--- src/rtl/slope_adc_ctrl_if.sv ---
// Control/data bundle between the slope ADC controller and its analog front end.
// The controller takes the slave modport; whoever drives en/cmp takes master.
interface slope_adc_ctrl_if #(
   parameter int WIDTH = 8
);
   logic             en;
   logic             cmp;
   logic             cap_rst;
   logic [WIDTH-1:0] dout;
   logic             valid;
   logic             ovf;
   logic             busy;

   modport master (
      output en, cmp,
      input  cap_rst, dout, valid, ovf, busy
   );

   modport slave (
      input  en, cmp,
      output cap_rst, dout, valid, ovf, busy
   );
endinterface

--- src/rtl/slope_adc_ctrl.sv ---
// Single-slope ADC controller: discharge, ramp count, comparator capture.
// Define SLOPE_ADC_AVG_EN to report the average of every four conversions.
module slope_adc_ctrl #(
   parameter int WIDTH       = 8,
   parameter int RST_CYC     = 4,
   parameter int SYNC_STAGES = 2
) (
   input logic            clk,
   input logic            rst,
   slope_adc_ctrl_if.slave bus
);
   typedef enum logic [1:0] {IDLE, DISCHARGE, RAMP} state_t;

   localparam logic [WIDTH-1:0] MAX   = '1;
   localparam logic [7:0]       DLAST = 8'(RST_CYC - 1);

   state_t state, nxt;

   logic [SYNC_STAGES-1:0] sync;
   logic                   cmp_s;
   logic [WIDTH-1:0]       cnt;
   logic [7:0]             dcnt;
   logic                   cap;
   logic [WIDTH-1:0]       dout_q;
   logic                   ovf_q;
   logic                   valid_q;

   assign cmp_s = sync[SYNC_STAGES-1];

   always_ff @(posedge clk) begin
      if (rst) begin
         state <= IDLE;
         sync  <= '0;
         cnt   <= '0;
         dcnt  <= '0;
      end else begin
         state <= nxt;
         sync  <= {sync[SYNC_STAGES-2:0], bus.cmp};
         cnt   <= (state == RAMP && nxt == RAMP) ? cnt + 1'b1 : '0;
         dcnt  <= (state == DISCHARGE && nxt == DISCHARGE) ? dcnt + 8'd1 : 8'd0;
      end
   end

   // A capture in the same cycle as en=0 still reports; en only picks the next state.
   always_comb begin
      nxt = state;
      cap = 1'b0;
      unique case (state)
         IDLE: begin
            if (bus.en) nxt = DISCHARGE;
         end
         DISCHARGE: begin
            if (!bus.en) nxt = IDLE;
            else if (dcnt == DLAST) nxt = RAMP;
         end
         RAMP: begin
            if (cmp_s || cnt == MAX) begin
               cap = 1'b1;
               nxt = bus.en ? DISCHARGE : IDLE;
            end else if (!bus.en) begin
               nxt = IDLE;
            end
         end
         default: nxt = IDLE;
      endcase
   end

`ifdef SLOPE_ADC_AVG_EN
   logic [WIDTH+1:0] acc;
   logic [WIDTH+1:0] sum;
   logic [1:0]       grp;
   logic             ovf_acc;
   logic             abort;

   assign sum   = acc + {2'b00, cnt};
   assign abort = (state != IDLE) && !bus.en && !cap;

   always_ff @(posedge clk) begin
      if (rst) begin
         dout_q  <= '0;
         ovf_q   <= 1'b0;
         valid_q <= 1'b0;
         acc     <= '0;
         grp     <= 2'd0;
         ovf_acc <= 1'b0;
      end else begin
         valid_q <= 1'b0;
         if (cap) begin
            if (grp == 2'd3) begin
               dout_q  <= sum[WIDTH+1:2];
               ovf_q   <= ovf_acc | ~cmp_s;
               valid_q <= 1'b1;
               acc     <= '0;
               grp     <= 2'd0;
               ovf_acc <= 1'b0;
            end else begin
               acc     <= sum;
               grp     <= grp + 2'd1;
               ovf_acc <= ovf_acc | ~cmp_s;
            end
         end else if (abort) begin
            acc     <= '0;
            grp     <= 2'd0;
            ovf_acc <= 1'b0;
         end
      end
   end
`else
   always_ff @(posedge clk) begin
      if (rst) begin
         dout_q  <= '0;
         ovf_q   <= 1'b0;
         valid_q <= 1'b0;
      end else begin
         valid_q <= cap;
         if (cap) begin
            dout_q <= cnt;
            ovf_q  <= ~cmp_s;
         end
      end
   end
`endif

   assign bus.cap_rst = (state != RAMP);
   assign bus.busy    = (state != IDLE);
   assign bus.dout    = dout_q;
   assign bus.ovf     = ovf_q;
   assign bus.valid   = valid_q;
endmodule
--- src/flat_wrapper.sv ---
// flat-port wrapper written by rule: the top's interface ports become plain ports
module slope_adc_ctrl_flat 
#(
   parameter int WIDTH       = 8,
   parameter int RST_CYC     = 4,
   parameter int SYNC_STAGES = 2
)
  (clk, rst, bus_en, bus_cmp, bus_cap_rst, bus_dout, bus_valid, bus_ovf, bus_busy);
  slope_adc_ctrl_if #(.WIDTH(WIDTH)) bus_i ();
  input logic clk;
  input logic rst;
  input wire logic [$bits(bus_i.en)-1:0] bus_en;
  input wire logic [$bits(bus_i.cmp)-1:0] bus_cmp;
  output wire logic [$bits(bus_i.cap_rst)-1:0] bus_cap_rst;
  output wire logic [$bits(bus_i.dout)-1:0] bus_dout;
  output wire logic [$bits(bus_i.valid)-1:0] bus_valid;
  output wire logic [$bits(bus_i.ovf)-1:0] bus_ovf;
  output wire logic [$bits(bus_i.busy)-1:0] bus_busy;
  assign bus_i.en = bus_en;
  assign bus_i.cmp = bus_cmp;
  assign bus_cap_rst = bus_i.cap_rst;
  assign bus_dout = bus_i.dout;
  assign bus_valid = bus_i.valid;
  assign bus_ovf = bus_i.ovf;
  assign bus_busy = bus_i.busy;
  slope_adc_ctrl #(.WIDTH(WIDTH), .RST_CYC(RST_CYC), .SYNC_STAGES(SYNC_STAGES)) u_core (.clk(clk), .rst(rst), .bus(bus_i));
endmodule
--- config.mk ---
export PLATFORM = sky130hd
export DESIGN_NAME = slope_adc_ctrl_flat
export DESIGN_NICKNAME = d
export VERILOG_FILES = /design/src/rtl/slope_adc_ctrl_if.sv /design/src/rtl/slope_adc_ctrl.sv /design/src/flat_wrapper.sv
export SDC_FILE = /design/constraint.sdc
export NUM_CORES = 1
export LEC_CHECK = 0
export CORE_ASPECT_RATIO = 0.9
export CORE_MARGIN = 2
export CORE_UTILIZATION = 30
export CTS_CLUSTER_SIZE = 20
export DETAILED_ROUTE_END_ITERATION = 10
export PLACE_DENSITY_LB_ADDON = 0.1
export RECOVER_POWER = 50
export SLEW_MARGIN = 30
export SYNTH_ARGS = -nofsm -noshare
export SYNTH_HDL_FRONTEND = slang
export SYNTH_SLANG_ARGS = --single-unit
--- constraint.sdc ---
create_clock -name clk -period 2.1 [get_ports clk]
set_input_delay 0.42 -clock clk [delete_from_list [all_inputs] [get_ports clk]]
set_output_delay 0.42 -clock clk [all_outputs]
set_load 0.01 [all_outputs]
==> key figures <==
Power
  – Design Power: 1.07 mW
  – NetSw: 0.244 mW
  – Internal: ~0.83 mW
  – Comb pwr share: 4.5%
  – Peak supply drop: 0.340 mV
  – Leak: 0.581 nW
  – Register share of total power: 54.8%
  – Power density cells: around 620 mW/mm^2
  – Clock power frac: 40.7%
  – Switching Share: 22.8%

Drt
  – Vias/cell: 5.16
  – DR iter-0 viols: 40
  – DRT Pass-1 Iters: 4
  – Drt drc: 0
  – Final antenna-violating net count: 0
  – Via Count: 1,270
  – WL/cell: 13.7 um
  – Drt total wl: between 3000 and 4000 um

CTS
  – Root Buffer: clkbuf_8
  – Post-CTS Hold Fix Bufs: 0
  – Clk_lat worst skew: 0.28 ns
  – TritonCTS buffer count: 5
  – H-Tree Depth: 2
  – Post-CTS Resized: 0
  – Postcts setup bufs: 0
  – CTS clock-pin slew for the worst setup and hold paths: 0.07 ns
  – CTS max path bufs: 2
  – Clock tree sinks: 30
  – CTS tree: done

GRT
  – First-pass GRT wire length: 5870 um
  – Vias in the first global route: about 1,200
  – Initial antenna violation count: 0
  – Largest net degree at the start of global routing: 16
  – Aggregate global-route resource usage: 13.8%
  – Grt total ovfl: 0

Timing
  – Final Cycle Share: between 90% and 100%
  – Worst Max-Slew Pin Slew: 0.559 ns
  – Finish-stage setup viols: 0
  – TNS Setup: 0 ns
  – Fmax: 497 MHz
  – Unrepaired setup endpoints after global routing: false
  – Min Hold Slack: 0.449 ns
  – Final Critical Period: 2.01 ns
  – Final Skew: 0.00870 ns
  – Pins over their slew limit: 0
  – Hold Vio Cnt, Final: 0
  – Slew headroom: 62.7%

Synth
  – Top post-synthesis cells by area: dfxtp_1, o21ai_0, nor2_1
  – Synth Cell Area: 0.00143 sq mm
  – Ys Warns: 0
  – Async set-reset flop share out of synthesis: 0%
  – Sequential fraction of the synthesis area: 42.1%
  – Synth area leader: dfxtp_1
  – Synthesized Nets: 172
  – Synth Register Bits: 30
  – Top-area cell type share of the netlist area: between 40 and 50%
  – Mean Syn Cell Area: 8.59 sq um
  – Top_reg_cell synth: dfxtp_1
  – EDFF count, synth: 0
  – Post-Syn Instances: 166
  – Count of cell types in the netlist: 37

Run status
  – Outcome: finished clean

Hold path
  – Hold Crit Endpoint: u_core.sync[1]
  – Hold Crit Start: u_core.sync[0]
  – Min-Delay Path Class: register to register
  – Hold path cells: 1

Place
  – Routability cong.: 0.749
  – Inst Count DP: 239
  – Port-buffer cells: 15
  – Post-DP HPWL: 2420 um
  – Cell area after placement: around 0.0017 sq mm

Critical path
  – Critical Path Source: u_core.state[1]
  – CP startpoint kind: register
  – Reg2Reg Launch Point: u_core.cnt[1]
  – R2R setup slack: 0.27 ns
  – FF-to-FF End: u_core.bus.dout[7]
  – Worst R2R Path Depth: 4
  – Critical Path End Type: output pin
  – CP max FO: 11
  – CP Class: register to output pin
  – CP required: 1.68 ns
  – CP arrival: 1.59 ns

Die
  – Die Wd: ~77 um
  – # IOs: 16
  – Die area: 0.00532 sq mm
  – Core ar.: about 0.0045 sq mm
  – Chip height: 69.4 um
  – # rows: 23
  – Initial Util: 31.5%

Job
  – Max_cap viols: 0

Final layout
  – NumNets Final: 190
  – Share of cells above drive strength 1: 9.24%
  – Area grow syn2layout: 21.1%
  – Filler-free cell count of the finished design: 246
  – Post-route cell area: 0.00173 sq mm
  – ANT cells: 0
## sequential cells by signal, indices dropped and copies added (netlist names)
| name | count |
|---|---|
| u_core.bus.dout | 8 |
| u_core.bus.ovf | 1 |
| u_core.bus.valid | 1 |
| u_core.cnt | 8 |
| u_core.dcnt | 8 |
| u_core.state | 2 |
| u_core.sync | 2 |
## cell usage after synthesis, drive strengths merged, types with 3 or more instances
library cell / count
dfxtp: 30
nor2: 13
o21ai: 11
inv: 9
nand3: 9
a21oi: 7
nand2: 7
nor2b: 7
nor3: 6
or3: 6
clkbuf: 5
nor3b: 5
o211ai: 5
a2111oi: 4
a2bb2oi: 4
buf: 4
nand4b: 4
xor2: 4
and3: 3
nand3b: 3
## power by group through the flow
stage	Sequential, mW	Combinational (mW)	Clock (mW)
2_1_floorplan	0.596	0.0295	0
3_3_place_gp	0.599	0.0512	0
3_5_place_dp	0.599	0.0514	0
4_1_cts	0.586	0.0517	0.452
5_1_grt	0.588	0.0537	0.477
6_report	0.586	0.0484	0.436
## cell usage in the layout, fill, tap and decap left out, types with 5 or more instances in the layout
master	Yosys	final
nor2b_1	7	7
nand3_1	9	9
inv_1	8	8
nand2_1	7	7
or3_1	6	6
a21oi_1	7	7
nor3b_1	5	5
clkbuf_8	0	5
nor2_1	13	13
nor3_1	6	6
o21ai_0	11	11
dlygate4sd3_1	0	11
dfxtp_1	30	30
## metal layers
metal	track usage, %	up-vias	routed length (um)
li1	-	636	-
met5	0	-	0
met1	20.4	609	1840
met4	5.66	0	36
met2	18.5	21	1380
met3	4.04	4	114
## logic make-up after synthesis
kind of cell    after synthesis  share of synthesized area (%)
buf+inv                      18                           5.09
compound gates               34                           15.7
flops                        30                           42.1
fa+ha+maj                     2                           1.76
simple gates                 76                           31.6
xor+xnor                      6                           3.69
## worst max-delay path, stage by stage (launching register included)
cell	delay (ns)
dfxtp_1	0.53
nor2b_1	0.25
inv_2	0.05
clkdlybuf4s50_1	0.48
## final cells by class
class                           instances  area (sq um)
Inverter                                9          33.8
Fill cell                             506          2790
Clock inverter                          2          10.0
Sequential cell                        30           601
Clock buffer                            5          68.8
Tap cell                               62          77.6
Timing Repair Buffer                   20           184
Multi-Input combinational cell        118           751
## how the worst max path moves through the flow
stage,end,slack (ns)
after floorplan,u_core.bus.dout[0],0.53
after global placement,u_core.bus.dout[1],0.19
after detailed placement,u_core.bus.dout[1],0.19
after CTS,bus_cap_rst,0.09
after global routing,bus_cap_rst,0.0003
final,bus_cap_rst,0.09
## through the flow
| stage | setup slack (ns) | utilization, % |
|---|---|---|
| after global routing | 0.000268 | 38.2 |
| final | 0.0885 | 38.2 |
| after floorplan | 0.531 | - |
| after CTS | 0.0924 | 38.3 |
| after detailed placement | 0.186 | 36.6 |
| after global placement | 0.191 | 36.6 |
No activity file was read; power rests on OpenSTA's default activity.
